**config.mk**
```make
export PLATFORM = sky130hd
export DESIGN_NAME = acc_drain_flat
export DESIGN_NICKNAME = d
export VERILOG_FILES = /design/src/rtl/bitfusion_pkg.sv /design/src/rtl/acc_drain_if.sv /design/src/rtl/acc_drain_requant.sv /design/src/rtl/acc_drain.sv /design/src/flat_wrapper.sv
export SDC_FILE = /design/constraint.sdc
export NUM_CORES = 1
export LEC_CHECK = 0
export BUFFER_PORTS_ARGS = -buffer_cell sky130_fd_sc_hd__buf_2
export CAP_MARGIN = 10
export CORE_UTILIZATION = 25
export CTS_CLUSTER_SIZE = 30
export DETAILED_ROUTE_END_ITERATION = 7
export PLACE_DENSITY_LB_ADDON = 0.12
export SYNTH_ARGS = -nofsm -noshare
export SYNTH_HDL_FRONTEND = slang
export SYNTH_SLANG_ARGS = --single-unit
```
**constraint.sdc**
```tcl
create_clock -name clk -period 2.4 [get_ports clk]
set_clock_uncertainty 0.05 [all_clocks]
set_input_delay 0.24 -clock clk [delete_from_list [all_inputs] [get_ports clk]]
set_output_delay 0.24 -clock clk [all_outputs]
set_load 0.03 [all_outputs]
```
**src/rtl/bitfusion_pkg.sv**
```systemverilog
// Shared widths and FSM encoding for the fusion-unit accumulator drain.
// Optional build macro ACC_DRAIN_RELU_EN selects the fused ReLU output.
package bitfusion_pkg;

  localparam int ACC_W     = 28;
  localparam int OUT_W     = 8;
  localparam int SHIFT     = 6;
  localparam int NUM_TERMS = 16;
  localparam int CNT_W     = 5;
  localparam int NUM_W     = 16;

  typedef enum logic [1:0] {
    IDLE     = 2'd0,
    ACCUM    = 2'd1,
    WAIT_OUT = 2'd2,
    CAPTURE  = 2'd3
  } state_e;

endpackage

```
**src/rtl/acc_drain_if.sv**
```systemverilog
// Valid/ready result port of the accumulator drain.
// master drives data/valid, slave returns ready.
interface acc_drain_if
  import bitfusion_pkg::*;
#(
  parameter int W = OUT_W
) ();

  logic [W-1:0] data;
  logic         valid;
  logic         ready;

  modport master (
    output data,
    output valid,
    input  ready
  );

  modport slave (
    input  data,
    input  valid,
    output ready
  );

endinterface

```
**src/rtl/acc_drain_requant.sv**
```systemverilog
// Round, arithmetic shift and saturate of the ACC total to OUT_W bits.
// ACC_DRAIN_RELU_EN defined: negative results clamp to zero.
module acc_requant
  import bitfusion_pkg::*;
#(
  parameter int AW = ACC_W,
  parameter int OW = OUT_W,
  parameter int SH = SHIFT
) (
  input  logic signed [AW-1:0] acc_i,
  output logic signed [OW-1:0] q_o
);

  localparam int RS = (SH > 0) ? SH - 1 : 0;
  localparam logic signed [AW:0] ONE  = 1;
  localparam logic signed [AW:0] RND  = (SH > 0) ? (ONE <<< RS) : '0;
  localparam logic signed [AW:0] MAXV = (ONE <<< (OW - 1)) - ONE;
  localparam logic signed [AW:0] MINV = -(ONE <<< (OW - 1));

  logic signed [AW:0] ext;
  logic signed [AW:0] t;
  logic signed [AW:0] y;
  logic signed [AW:0] s;

  // one guard bit keeps the rounding add from wrapping
  always_comb begin
    ext = {acc_i[AW-1], acc_i};
    t   = ext + RND;
    y   = t >>> SH;
    s   = y;
    if (y > MAXV) begin
      s = MAXV;
    end else if (y < MINV) begin
      s = MINV;
    end
`ifdef ACC_DRAIN_RELU_EN
    if (s < 0) begin
      s = '0;
    end
`else
`endif
    q_o = s[OW-1:0];
  end

endmodule

```
**src/rtl/acc_drain.sv**
```systemverilog
// Counts PE_sum beats into ACC, captures and clears it, drains requantized result.
// ACC_DRAIN_RELU_EN (see acc_requant) enables fused ReLU on the output.
module acc_drain
  import bitfusion_pkg::*;
#(
  parameter int ACC_W_P     = ACC_W,
  parameter int OUT_W_P     = OUT_W,
  parameter int SHIFT_P     = SHIFT,
  parameter int NUM_TERMS_P = NUM_TERMS,
  parameter int CNT_W_P     = CNT_W
) (
  input  logic               clk,
  input  logic               reset,
  input  logic               start,
  input  logic [NUM_W-1:0]   num_out,
  input  logic               pe_sum_valid,
  input  logic [ACC_W_P-1:0] acc_total,
  output logic               acc_clear,
  output logic               pe_stall,
  acc_drain_if.master        out_if,
  output logic               busy,
  output logic               done
);

  state_e               state_q, state_d;
  logic [CNT_W_P-1:0]   cnt_q, cnt_d;
  logic [CNT_W_P-1:0]   cnt_inc;
  logic [NUM_W-1:0]     rem_q, rem_d;
  logic                 out_valid_q, out_valid_d;
  logic [OUT_W_P-1:0]   out_data_q, out_data_d;
  logic                 done_q, done_d;
  logic                 last_q, last_d;
  logic                 accept;
  logic signed [OUT_W_P-1:0] req_data;

  acc_requant #(
    .AW (ACC_W_P),
    .OW (OUT_W_P),
    .SH (SHIFT_P)
  ) u_requant (
    .acc_i (acc_total),
    .q_o   (req_data)
  );

  assign accept  = out_valid_q & out_if.ready;
  assign cnt_inc = cnt_q + CNT_W_P'(1);

  always_comb begin
    state_d     = state_q;
    cnt_d       = cnt_q;
    rem_d       = rem_q;
    out_valid_d = out_valid_q;
    out_data_d  = out_data_q;
    last_d      = last_q;
    done_d      = accept & last_q;
    acc_clear   = 1'b0;
    pe_stall    = 1'b1;
    if (accept) begin
      out_valid_d = 1'b0;
    end
    unique case (state_q)
      IDLE: begin
        acc_clear = 1'b1;
        if (start) begin
          state_d = ACCUM;
          cnt_d   = '0;
          rem_d   = (num_out == '0) ? NUM_W'(1) : num_out;
        end
      end
      ACCUM: begin
        pe_stall = 1'b0;
        if (pe_sum_valid) begin
          cnt_d = cnt_inc;
          if (cnt_inc == CNT_W_P'(NUM_TERMS_P)) begin
            state_d = (!out_valid_q || accept) ? CAPTURE : WAIT_OUT;
          end
        end
      end
      WAIT_OUT: begin
        if (accept) begin
          state_d = CAPTURE;
        end
      end
      CAPTURE: begin
        // ACC clears on this same edge, so the next output overlaps the drain
        acc_clear   = 1'b1;
        out_valid_d = 1'b1;
        out_data_d  = req_data;
        last_d      = (rem_q == NUM_W'(1));
        rem_d       = rem_q - NUM_W'(1);
        cnt_d       = '0;
        state_d     = (rem_q > NUM_W'(1)) ? ACCUM : IDLE;
      end
      default: begin
        state_d = IDLE;
      end
    endcase
  end

  always_ff @(posedge clk) begin
    if (reset) begin
      state_q     <= IDLE;
      cnt_q       <= '0;
      rem_q       <= '0;
      out_valid_q <= 1'b0;
      out_data_q  <= '0;
      done_q      <= 1'b0;
      last_q      <= 1'b0;
    end else begin
      state_q     <= state_d;
      cnt_q       <= cnt_d;
      rem_q       <= rem_d;
      out_valid_q <= out_valid_d;
      out_data_q  <= out_data_d;
      done_q      <= done_d;
      last_q      <= last_d;
    end
  end

  assign out_if.valid = out_valid_q;
  assign out_if.data  = out_data_q;
  assign busy         = (state_q != IDLE) | out_valid_q;
  assign done         = done_q;

endmodule
```
**src/flat_wrapper.sv**
```systemverilog
// flat-port wrapper written by rule: the top's interface ports become plain ports
module acc_drain_flat import bitfusion_pkg::*;
#(
  parameter int ACC_W_P     = ACC_W,
  parameter int OUT_W_P     = OUT_W,
  parameter int SHIFT_P     = SHIFT,
  parameter int NUM_TERMS_P = NUM_TERMS,
  parameter int CNT_W_P     = CNT_W
)
  (clk, reset, start, num_out, pe_sum_valid, acc_total, acc_clear, pe_stall, busy, done, out_if_data, out_if_valid, out_if_ready);
  acc_drain_if out_if_i ();
  input  logic clk;
  input  logic reset;
  input  logic start;
  input  logic [NUM_W-1:0] num_out;
  input  logic pe_sum_valid;
  input  logic [ACC_W_P-1:0] acc_total;
  output logic acc_clear;
  output logic pe_stall;
  output logic busy;
  output logic done;
  output wire logic [$bits(out_if_i.data)-1:0] out_if_data;
  output wire logic [$bits(out_if_i.valid)-1:0] out_if_valid;
  input wire logic [$bits(out_if_i.ready)-1:0] out_if_ready;
  assign out_if_data = out_if_i.data;
  assign out_if_valid = out_if_i.valid;
  assign out_if_i.ready = out_if_ready;
  acc_drain #(.ACC_W_P(ACC_W_P), .OUT_W_P(OUT_W_P), .SHIFT_P(SHIFT_P), .NUM_TERMS_P(NUM_TERMS_P), .CNT_W_P(CNT_W_P)) u_core (.clk(clk), .reset(reset), .start(start), .num_out(num_out), .pe_sum_valid(pe_sum_valid), .acc_total(acc_total), .acc_clear(acc_clear), .pe_stall(pe_stall), .out_if(out_if_i), .busy(busy), .done(done));
endmodule
```
-- Word-level counts from Yosys, hierarchy flattened
Index checks and enable logic that the tools add are counted.
- bits in registers: 34
- latch bits: 0
- RAM bits: 0
- bits in read-only memories: 0
- bits of input ports: 49
- output and inout port bits: 13
- word-level logic and storage cells: 56
- memories: 0
- add/sub/neg operators: 3
- $mul: 0
- divide/modulo/power cells: 0
- order comparisons: 3
- equality and inequality tests: 9
- shifts and indexed selects: 0
- mux-type cells: 19
- bitwise operators: 3
- reduce and logical (&&, ||, !) cells: 12
- operators by type and width (kind ; count):
    $mux W16 ; 2
    $pmux W16 S2 ; 1
    $add A28 B7 Y29 const B ; 1
    $gt A23 B8 Y1 const B ; 1
    $lt A23 B8 Y1 const B ; 1
    $eq A16 B1 Y1 const B ; 1
    $gt A16 B1 Y1 const B ; 1
    $logic_not A16 Y1 ; 1
    $mux W8 ; 2
    $sub A16 B1 Y16 const B ; 1
    $pmux W5 S3 ; 1
    $mux W5 ; 2
    $mux W2 ; 4
    $pmux W2 S4 ; 1
    $mux W1 ; 6
    $reduce_bool A2 Y1 ; 3
    $add A5 B1 Y5 const B ; 1
    $eq A5 B5 Y1 const B ; 1
    $eq A2 B2 Y1 const B ; 2
    $ne A2 B1 Y1 const B ; 2
    $ne A2 B2 Y1 const B ; 2
    $reduce_and A4 Y1 ; 1
    $reduce_and A3 Y1 ; 1
    $reduce_bool A3 Y1 ; 1
    other kinds (8) ; 9

-- Depth between registers and ports, before layout
Gate-level depths: netlist of the first run.
- depth in word-level cells: 6
- mapped depth: 10
- mapped depth without buffers: 9

-- Hierarchy
From an unflattened synthesis of the first run, not the netlist that was laid out.
- cells, all modules: 338
- area total of the unflattened synthesis: 2662.6 µm²
- by module, submodules not included (module ; instances ; cells an instance ; area each (µm²)):
    acc_drain ; 1 ; 243 ; 2010.7
    acc_requant ; 1 ; 95 ; 651.9

-- Worst setup path after synthesis of the first run
OpenSTA, ideal clock, no wires.
- path kind: register to register
- from: register u_core.rem_q[5]
- to: register u_core.rem_q[15]
- library setup time: 137 ps
- arrival: 2383 ps
- data required time: 2213 ps
- slack: -170 ps
- cell stages (with the launch flop): 9
- clock period less this slack: 2570 ps
- cells stage by stage: dfxtp_1 buf_6 or4_4 or3_1 buf_2 or4_4 or3_1 a21oi_1 a211oi_1
- word-level cells in the longest chain between the ends: 2
- ends and longest elaborated chain (item ; line ; RTL):
    start: declaration ; acc_drain.sv:28 ; logic [NUM_W-1:0] rem_q, rem_d;
    start signal: assignment ; acc_drain.sv:112 ; rem_q <= rem_d;
    $sub A16 B1 Y16 ; acc_drain.sv:90 ; rem_d = rem_q - NUM_W'(1);
    $pmux W16 S2 ; acc_drain.sv:61 ; unique case (state_q)
No other way between the ends.
A chain may end at the register's enable or synchronous reset.

-- Worst setup path after layout of the first run
Same ends and word-level chain as after synthesis.

==> impl_metrics.json, run 1 <==
{
  "cp.required_ps": 2500,
  "synth_top_cells_by_area": "dfxtp_1 (28%), nand2_1 (6.3%), nor2_1 (6.0%)",
  "cell_area_after_synthesis_um2": 2427,
  "arrival_ps": 2500,
  "max_freq_ghz": 0.4158,
  "drtIter0Drc": 109,
  "cts-root-buf": "clkbuf_8",
  "drc": 0,
  "post-route-util_pct": 34.49,
  "floorplan.die_area_um2": 10110,
  "setup.worst_path.start": "u_core.rem_q[5]",
  "wl_per_instance_um": 13.74,
  "first_global_vias": 2593,
  "p_per_area_nw_per_um2": 938.0,
  "rows": 35,
  "cts_max_level": 2,
  "path_clk_slew_ps": 80,
  "io_buffer_count": 56,
  "gpl.final_weighted_congestion": 0.7899,
  "critical_path.max_fanout": 4,
  "clock_latency_ps": 290,
  "synth_top_area_share_pct": 28.04,
  "rr_startpoint": "u_core.rem_q[5]",
  "setup_viol_count_final": 1,
  "cts_inserted_buffers": 5,
  "max_cap_violations": 0,
  "worst-r2r-setup-slack_ps": -5,
  "seq_area_frac_synth_pct": 28.04,
  "report.final.slew_viol_count": 0,
  "tightest_slew_ps": 673.7,
  "detailedPlacementHpwl_um": 5727,
  "synth-edff-count": 0,
  "setup.worst_path.class": "reg2reg",
  "crit_cells": 6,
  "initial_utilization_pct": 26.02,
  "antenna_cells_inserted": 0,
  "synthesis.instances": 333,
  "floorplan.core_area_um2": 9328,
  "tns_ps": -4.924,
  "grt_setup_unrepaired": "true",
  "synth_nets": 390,
  "run_status": "finished with violations",
  "dp_cells": 538,
  "viasPerCell": 5.038,
  "fraction_of_layout_instances_using_a_drive_strength_above_1_pct": 26.38,
  "critical-path-max-stage-delay_ps": 530,
  "most_frequent_cell_on_the_critical_path": "or4_4",
  "cp_cell_sequence": "or4_4, or3_4, or4_4, or3_1, a21oi_1, a211oi_1",
  "leakage_uw": 0.001254,
  "yosysTopAreaCell": "dfxtp_1",
  "power.ir.vdd_worst_uv": 301.0,
  "post_synth.cell_area_avg_um2": 7.289,
  "crit_slowest_cell": "or4_4",
  "y_dimension_of_the_die_um": 100.5,
  "grt_start_max_net_pins": 35,
  "reg2reg_depth": 6,
  "tritoncts": "built",
  "longest_clk_path_bufs": 2,
  "cts.hold.buffers_added": 0,
  "layoutNonFillerInstCount": 546,
  "layout_setup_ws_ps": -4.924,
  "grt-ovfl-total": 0,
  "grt_first_pass_wirelength_um": 12540,
  "endpoint_kind": "register",
  "grt_antenna_before_repair": 0,
  "hold_ws_ps": 173.0,
  "placement.setup.worst_slack_ps": -49.21,
  "synth-main-ff-cell": "dfxtp_1",
  "timing.max_slew.rel_slack_pct": 55.09,
  "critPathTopFamily": "simple AND/OR/NAND/NOR gates",
  "crit-reg2reg-capture": "u_core.rem_q[15]",
  "min_path_type": "in2reg",
  "ioPinCount": 62,
  "detailed_route_via_count": 2751,
  "yosysUniqueCellTypes": 57,
  "worst_setup_path_start_kind": "register",
  "post-cts-setup-buffers": 0,
  "finish.net_count": 473,
  "die_width_um": 100.5,
  "clkSinkCount": 34,
  "syn_to_final_growth_pct": 32.53,
  "timing.final.crit_share_pct": 100.2,
  "fin_hold_viols": 0,
  "violations_in_the_final_reports": "negative setup slack",
  "yosys_warnings": 0,
  "critical_path_buf_inv_count": 0,
  "drt_pre_antenna_iters": 4,
  "finalWirelength_um": 7502,
  "grt_usage_pct": 15.56,
  "timing.final.crit_period_ps": 2405,
  "layout.filler_cells": 1038,
  "proportion_of_synthesized_flip_flops_having_asynchronous_set_or_reset_pct": 0,
  "crit_end": "u_core.rem_q[15]",
  "ys_ff_latch": 34,
  "postRouteAntennaNets": 0
}
==> how the worst min path moves through the flow <==
stage | startpoint | end | slack (ps) | depth (start not counted)
2_1_floorplan | out_if_ready | u_core.done | 350 | 2
3_3_place_gp | u_core.last_q | u_core.last_q | 400 | 2
3_5_place_dp | u_core.out_if.data[7] | u_core.out_if.data[7] | 420 | 2
4_1_cts | out_if_ready | u_core.done | 170 | 3
5_1_grt | num_out[11] | u_core.rem_q[11] | 200 | 3
6_report | out_if_ready | u_core.done | 170 | 3
==> logic make-up (layout without fill, tap and decap cells) <==
logic type	count (synthesis)	count (layout)	share of synthesized area [%]
AOI/OAI and AO/OA	89	89	24.28
xor gates and xnor gates	7	7	2.526
adders and majority gates	8	8	4.124
buffers and inverters	22	106	3.763
DFF	34	34	28.04
muxes	6	6	2.577
and+or+nand+nor	167	167	34.69
==> synth_stat cells, types with 3 or more instances <==
cell / count
nand2b_1: 6
nor2_1: 39
inv_1: 7
nor3_1: 17
nand2_1: 41
a22oi_1: 6
and3_1: 3
o31ai_1: 3
dfxtp_1: 34
clkbuf_1: 11
nand3b_1: 3
nand3_1: 22
nor3b_1: 4
o311a_1: 3
mux2i_1: 4
a211oi_1: 5
ha_1: 8
xnor2_1: 5
a2111oi_0: 3
nand4_1: 6
or3_1: 3
o22ai_1: 14
nor4_1: 6
o21ai_1: 6
a21oi_1: 23
o21ai_0: 8
o211ai_1: 4
or4_1: 3
==> what timing repair did <==
action | 4_1_cts | 5_1_grt
resized for setup | 1 | 1
endpoints found under the hold margin | 0 | 0
pin swaps | 1 | 2
endpoints found under the setup margin | 3 | 3
==> routing by layer <==
metal / GRT usage, % / share of wire (%) / wire (um) / vias to the layer above
met2: 27.66 / 48 / 3589 / 62
met3: 2.219 / 3.7 / 281 / 6
met4: 4.459 / 0.87 / 65 / 0
li1: - / - / - / 1416
met1: 19.48 / 48 / 3565 / 1267
met5: 0 / 0 / 0 / -
==> cells in the final DEF (no fill, tap or decap), drive strengths merged, types with 2 or more instances in the layout <==
cell type  synthesis  final
ha                 8      8
nand2             41     41
o41ai              2      2
dfxtp             34     34
xnor2              5      5
o311a              3      3
xor2               2      2
a22oi              6      6
a21oi             23     23
buf                3     90
or4                5      5
nor3b              4      4
bufinv             0      2
and3               3      3
or3                3      3
nor3              19     19
a211oi             5      5
a2111oi            3      3
nand2b             6      6
mux2               2      2
a31oi              2      2
nor2b              2      2
mux2i              4      4
o211ai             4      4
o22ai             14     14
and4               2      2
clkbuf            11      5
o31ai              3      3
nand3             22     22
o21ai             15     15
nand4              6      6
inv                8      8
nor4               6      6
nand3b             3      3
nor2              40     40
==> state kept, by name (all words and copies together), names as in the netlist <==
register and cells:
u_core.state_q 2, u_core.done 1, u_core.last_q 1, u_core.rem_q 16, u_core.cnt_q 5, u_core.out_if.data 8
u_core.out_if.valid 1
==> power by group <==
part	internal (uW)	leakage [uW]	total [uW]	switching [uW]
combinational	615	0.000908	1540	923
clock	416	0.0000683	654	238
sequential	701	0.000278	826	125
total	1730	0.00125	3020	1290
==> metrics by stage <==
stage / instance area, um2 / total power (uW)
6_report: 3217 / 3017
5_1_grt: 3217 / 3267
4_1_cts: 3211 / 3033
3_5_place_dp: 3068 / 2360
3_3_place_gp: 3068 / 2347
2_1_floorplan: 2432 / 1861
==> worst reg2reg max path, stage by stage (launching register included) <==
cell and delay, ps:
dfxtp_1 320, or4_4 530, or3_4 340, or4_4 470, or3_1 360, a21oi_1 130
a211oi_1 60
==> layout make-up <==
class                           count  area, um2  share of cell area, %
Clock buffer                        5      68.82                  2.139
Clock inverter                      3      68.82                  2.139
Inverter                            8      30.03                 0.9335
Multi-Input combinational cell    277       1672                  51.96
Sequential cell                    34      680.7                  21.16
Tap cell                          129      161.4                  5.018
Timing Repair Buffer               90      535.5                  16.65
Note: power is estimated with default switching activity, not from simulation.
==> inputs of run 2 (changes only) <==
--- a/config.mk
+++ b/config.mk
@@ -7,6 +7,8 @@
 export LEC_CHECK = 0
 export BUFFER_PORTS_ARGS = -buffer_cell sky130_fd_sc_hd__buf_2
 export CAP_MARGIN = 10
+export CELL_PAD_IN_SITES_DETAIL_PLACEMENT = 0
+export CELL_PAD_IN_SITES_GLOBAL_PLACEMENT = 1
 export CORE_UTILIZATION = 25
 export CTS_CLUSTER_SIZE = 30
 export DETAILED_ROUTE_END_ITERATION = 7
==> run 2 against run 1 <==
The run still ends with negative setup slack left. Worst setup slack lost 10 ps. First-iteration DRC count grew 9.2%. Global-route usage shrank 0.090 points. Largest power group unchanged.
==> impl_metrics.json, run 2 (synthesis gave the netlist of run 1 again) <==
{
  "io_buffer_count": 56,
  "grt_antenna_before_repair": 0,
  "most-common-layout-cells": "buf_2 (56), nand2_1 (41), nor2_1 (39)",
  "rows": 35,
  "p_per_area_nw_per_um2": 949.0,
  "max_freq_ghz": 0.4141,
  "die_width_um": 100.5,
  "path_clk_slew_ps": 80,
  "floorplan.die_area_um2": 10110,
  "setup_viol_count_final": 1,
  "violations_in_the_final_reports": "negative setup slack",
  "grt_start_max_net_pins": 35,
  "grt_setup_unrepaired": "true",
  "timing.final.crit_period_ps": 2415,
  "cp_cell_sequence": "or4_4, or3_4, or4_4, or3_1, a21oi_2, a211oi_2",
  "y_dimension_of_the_die_um": 100.5,
  "report.final.slew_viol_count": 0,
  "clock_latency_ps": 290,
  "detailedPlacementHpwl_um": 5877,
  "crit_slowest_cell": "or4_4",
  "cts_inserted_buffers": 5,
  "layout_setup_ws_ps": -15.16,
  "post-route-util_pct": 35.09,
  "fraction_of_layout_instances_using_a_drive_strength_above_1_pct": 28.50,
  "cts.hold.buffers_added": 0,
  "first_global_vias": 2425,
  "run_status": "finished with violations",
  "finish.net_count": 477,
  "worst_setup_path_start_kind": "register",
  "min_path_type": "in2reg",
  "timing.max_slew.rel_slack_pct": 52.67,
  "register_with_the_most_flip_flops": "u_core.rem_q",
  "endpoint_kind": "register",
  "timing.final.crit_share_pct": 100.6,
  "critPathTopFamily": "simple AND/OR/NAND/NOR gates",
  "clkSinkCount": 34,
  "power.ir.vdd_worst_uv": 268.3,
  "floorplan.core_area_um2": 9328,
  "grt-ovfl-total": 0,
  "placement.setup.worst_slack_ps": -126.3,
  "ioPinCount": 62,
  "tritoncts": "built",
  "drtIter0Drc": 119,
  "critical-path-max-stage-delay_ps": 540,
  "longest_clk_path_bufs": 2,
  "grt_usage_pct": 15.47,
  "critical_path.max_fanout": 4,
  "setup.worst_path.class": "reg2reg",
  "placement.cell_area_um2": 3098,
  "viasPerCell": 4.975,
  "fin_hold_viols": 0,
  "detailed_route_via_count": 2736,
  "wl_per_instance_um": 14.16,
  "max_cap_violations": 0,
  "postRouteAntennaNets": 0,
  "critical_path_buf_inv_count": 0,
  "most_common_cell_after_layout_fill_and_taps_aside": "buf_2",
  "drt_pre_antenna_iters": 4,
  "drc": 0,
  "arrival_ps": 2510,
  "finalInstanceArea_um2": 3273,
  "cp.required_ps": 2500,
  "tightest_slew_ps": 709.9,
  "cts-root-buf": "clkbuf_8",
  "leakage_uw": 0.001283,
  "largest_register_ffs": 16,
  "antenna_cells_inserted": 0,
  "gpl.final_weighted_congestion": 0.7764,
  "most_frequent_cell_on_the_critical_path": "or4_4",
  "initial_utilization_pct": 26.02,
  "syn_to_final_growth_pct": 34.85,
  "finalWirelength_um": 7788,
  "grt_first_pass_wirelength_um": 12310,
  "cts_max_level": 2
}
==> run 2: changes by cell type in the layout (fill, tap and decap cells not counted), sizes merged <==
| cell | before | now |
|---|---|---|
| buf | 90 | 94 |
| clkbuf | 5 | 6 |
| clkinv | 1 | 0 |
==> run 2: cell type report <==
class                   instances  area (um2)
multi-input cells             277        1692
repair buffers                 94       565.5
fillers                       997        6055
inverters                       8       30.03
clock inverters                 2       60.06
clock buffers                   6       82.58
flip-flops and latches         34       681.9
well taps                     129       161.4
==> run 2: path summary, 6_finish.rpt <==
path / start / end / slack (ps) / cells after the start
setup / recovery: u_core.rem_q[5] / u_core.rem_q[15] / -20 / 6
hold / removal: out_if_ready / u_core.done / 190 / 3
setup reg to reg: u_core.rem_q[5] / u_core.rem_q[15] / -20 / 6
hold reg to reg: u_core.out_if.data[7] / u_core.out_if.data[7] / 420 / 2
==> run 2: layer usage <==
metal	track usage, %	up-vias	routed length (um)
li1	-	1422	-
met1	20.47	1242	3603
met2	26.19	67	3802
met5	0	-	0
met4	4.348	0	69
met3	2.219	5	313
==> run 2: timing repair <==
item	CTS	global route
buffers inserted	0	0
pin swaps	1	3
setup endpoints to repair	3	4
gates resized for setup	1	7
==> run 2: power by group <==
| group | switching (uW) | total, uW | internal (uW) |
|---|---|---|---|
| registers | 127 | 829 | 702 |
| logic | 959 | 1600 | 644 |
| clock network | 230 | 673 | 443 |
| total | 1320 | 3110 | 1790 |
==> run 2: worst register-to-register path, cell delays in order, from the launching register on <==
cell      delay, ps
dfxtp_2         320
or4_4           540
or3_4           350
or4_4           450
or3_1           380
a21oi_2         150
a211oi_2         40
==> run 2: per-stage QoR <==
step	hold WS, ps	total power, uW	setup TNS (ps)	cells
after global placement	412.7	2394	-996.3	542
after CTS	166.1	3105	-74.85	550
after detailed placement	413.9	2402	-905.9	542
after floorplan	346.2	1861	-374.1	333
final	185.4	3106	-15.16	550
after global routing	193.0	3334	-171.3	550
==> inputs of run 3 (changes only) <==
--- a/config.mk
+++ b/config.mk
@@ -13,6 +13,7 @@
 export CTS_CLUSTER_SIZE = 30
 export DETAILED_ROUTE_END_ITERATION = 7
 export PLACE_DENSITY_LB_ADDON = 0.12
+export REMOVE_ABC_BUFFERS = 1
 export SYNTH_ARGS = -nofsm -noshare
 export SYNTH_HDL_FRONTEND = slang
 export SYNTH_SLANG_ARGS = --single-unit
==> run 3 against run 2 <==
The run now ends clean. Via count shrank 1.9%. Core utilization is 1.1 points lower. Worst setup slack better by 34 ps. Routed wire length decreased by 4.3%. Cell count is 1.3% lower. Register-to-register slack improved by 30 ps. Count of clock-buffer cells in the layout unchanged. Critical endpoint is now u_core.state_q[0].
==> impl_metrics.json, run 3 (synthesis gave the netlist of run 1 again) <==
{
  "run_status": "complete, no violations",
  "setup.worst_path.class": "reg2reg",
  "min-delay-start": "out_if_ready",
  "clkSinkCount": 34,
  "antenna_cells_inserted": 0,
  "hold_ws_ps": 182.3,
  "largest_register_ffs": 16,
  "layout_setup_ws_ps": 18.89,
  "timing.max_slew.rel_slack_pct": 69.46,
  "y_dimension_of_the_die_um": 100.5,
  "busiest_layer": "met2",
  "drc": 0,
  "p_per_area_nw_per_um2": 893.3,
  "io_buffer_count": 56,
  "grt_antenna_before_repair": 0,
  "critical_path.max_fanout": 4,
  "grt_usage_pct": 15.74,
  "detailed_route_via_count": 2683,
  "power.switching_fraction_pct": 44.91,
  "design_power_total_uw": 2832,
  "max_freq_ghz": 0.4200,
  "grt_start_max_net_pins": 28,
  "grt_setup_unrepaired": "true",
  "crit-reg2reg-capture": "u_core.state_q[0]",
  "first_global_vias": 2583,
  "max_cap_violations": 0,
  "ioPinCount": 62,
  "floorplan.core_area_um2": 9328,
  "leakage_uw": 0.001228,
  "grtUsageMet2_pct": 25.45,
  "min_path_type": "in2reg",
  "detailedPlacementHpwl_um": 5722,
  "wl_per_instance_um": 13.73,
  "p_int_uw": 1560,
  "cts_inserted_buffers": 5,
  "reg2reg_depth": 7,
  "power.ir.vdd_worst_uv": 269.7,
  "hold_path_cell_cnt": 3,
  "syn_to_final_growth_pct": 30.62,
  "p_comb_share_pct": 55.5,
  "longest_clk_path_bufs": 2,
  "cts_max_level": 2,
  "gpl.final_weighted_congestion": 0.7832,
  "floorplan.die_area_um2": 10110,
  "crit_end": "u_core.state_q[0]",
  "most-common-layout-cells": "buf_2 (56), nand2_1 (41), nor2_1 (39)",
  "clock_power_share_pct": 15.0,
  "path_clk_slew_ps": 70,
  "rows": 35,
  "tightest_slew_ps": 446.6,
  "initial_utilization_pct": 26.02,
  "fin_hold_viols": 0,
  "setup_viol_count_final": 0,
  "arrival_ps": 2500,
  "worst-r2r-setup-slack_ps": 20,
  "drt_pre_antenna_iters": 4,
  "die_width_um": 100.5,
  "worst_setup_path_start_kind": "register",
  "grt_util_met1_pct": 22.17,
  "seqPwrFrac_pct": 29.4,
  "clock_latency_ps": 280,
  "dp_cells": 537,
  "fraction_of_layout_instances_using_a_drive_strength_above_1_pct": 26.57,
  "post-cts-setup-buffers": 0,
  "grt_first_pass_wirelength_um": 12670,
  "register_with_the_most_flip_flops": "u_core.rem_q",
  "cts.hold.buffers_added": 0,
  "drtIter0Drc": 109,
  "finalWirelength_um": 7457,
  "cp.required_ps": 2510,
  "viasPerCell": 4.941,
  "report.final.slew_viol_count": 0,
  "timing.final.crit_share_pct": 99.21,
  "setup.worst_path.start": "u_core.rem_q[5]",
  "finish.net_count": 472,
  "rr_startpoint": "u_core.rem_q[5]",
  "cts-root-buf": "clkbuf_8",
  "placement.setup.worst_slack_ps": -21.57,
  "postRouteAntennaNets": 0,
  "timing.final.crit_period_ps": 2381,
  "grt-ovfl-total": 0,
  "layoutNonFillerInstCount": 543,
  "tritoncts": "built",
  "met3_usage_pct": 2.080,
  "most_common_cell_after_layout_fill_and_taps_aside": "buf_2",
  "endpoint_kind": "register",
  "layout.filler_cells": 1050,
  "switching_power_uw": 1272
}
-- run 3: timing repair --
| item | CTS | global route |
|---|---|---|
| pin swaps | 2 | 5 |
| endpoints found under the setup margin | 4 | 4 |
| resized for setup | 3 | 5 |
-- run 3: power by group through the flow --
stage	Sequential (uW)	Clock [uW]	Combinational [uW]
2_1_floorplan	892	0	928
3_3_place_gp	837	0	1530
3_5_place_dp	837	0	1530
4_1_cts	827	446	1560
5_1_grt	854	463	1770
6_report	834	425	1570
-- run 3: per-stage QoR --
step	cell area [um2]	setup TNS, ps	utilization, %
floorplan	2366	-275.7	-
finish	3171	0	33.99
global placement	3055	0	32.76
global route	3171	-83.60	33.99
CTS	3148	-24.17	33.75
detailed placement	3055	-43.91	32.76
-- run 3: metal layers --
metal | share of wire, % | up-vias
met5 | 0 | -
met4 | 0.75 | 0
met3 | 2.7 | 6
met2 | 46 | 48
met1 | 50 | 1215
li1 | - | 1414
-- run 3: final cells by class --
cell class	count	area, um2	share of cell area [%]
multi-input combinational	277	1683	53.08
sequential	34	681.9	21.51
timing repair buffer	89	531.8	16.77
tap	129	161.4	5.091
clock buffer	6	82.58	2.605
inverter	8	30.03	0.9471
-- run 3: worst max-delay path, cell delays in order (launching register included) --
cell,delay [ps]
dfxtp_2,320
or4_4,530
or3_4,350
or4_4,470
nor3_4,140
o211ai_1,130
a211oi_2,200
a211oi_1,70
-- run 3: worst min-delay path by stage --
stage | to | slack [ps]
6_report | u_core.done | 180
5_1_grt | u_core.done | 210
4_1_cts | u_core.done | 180
3_5_place_dp | u_core.last_q | 400
3_3_place_gp | u_core.last_q | 400
2_1_floorplan | u_core.cnt_q[1] | 260
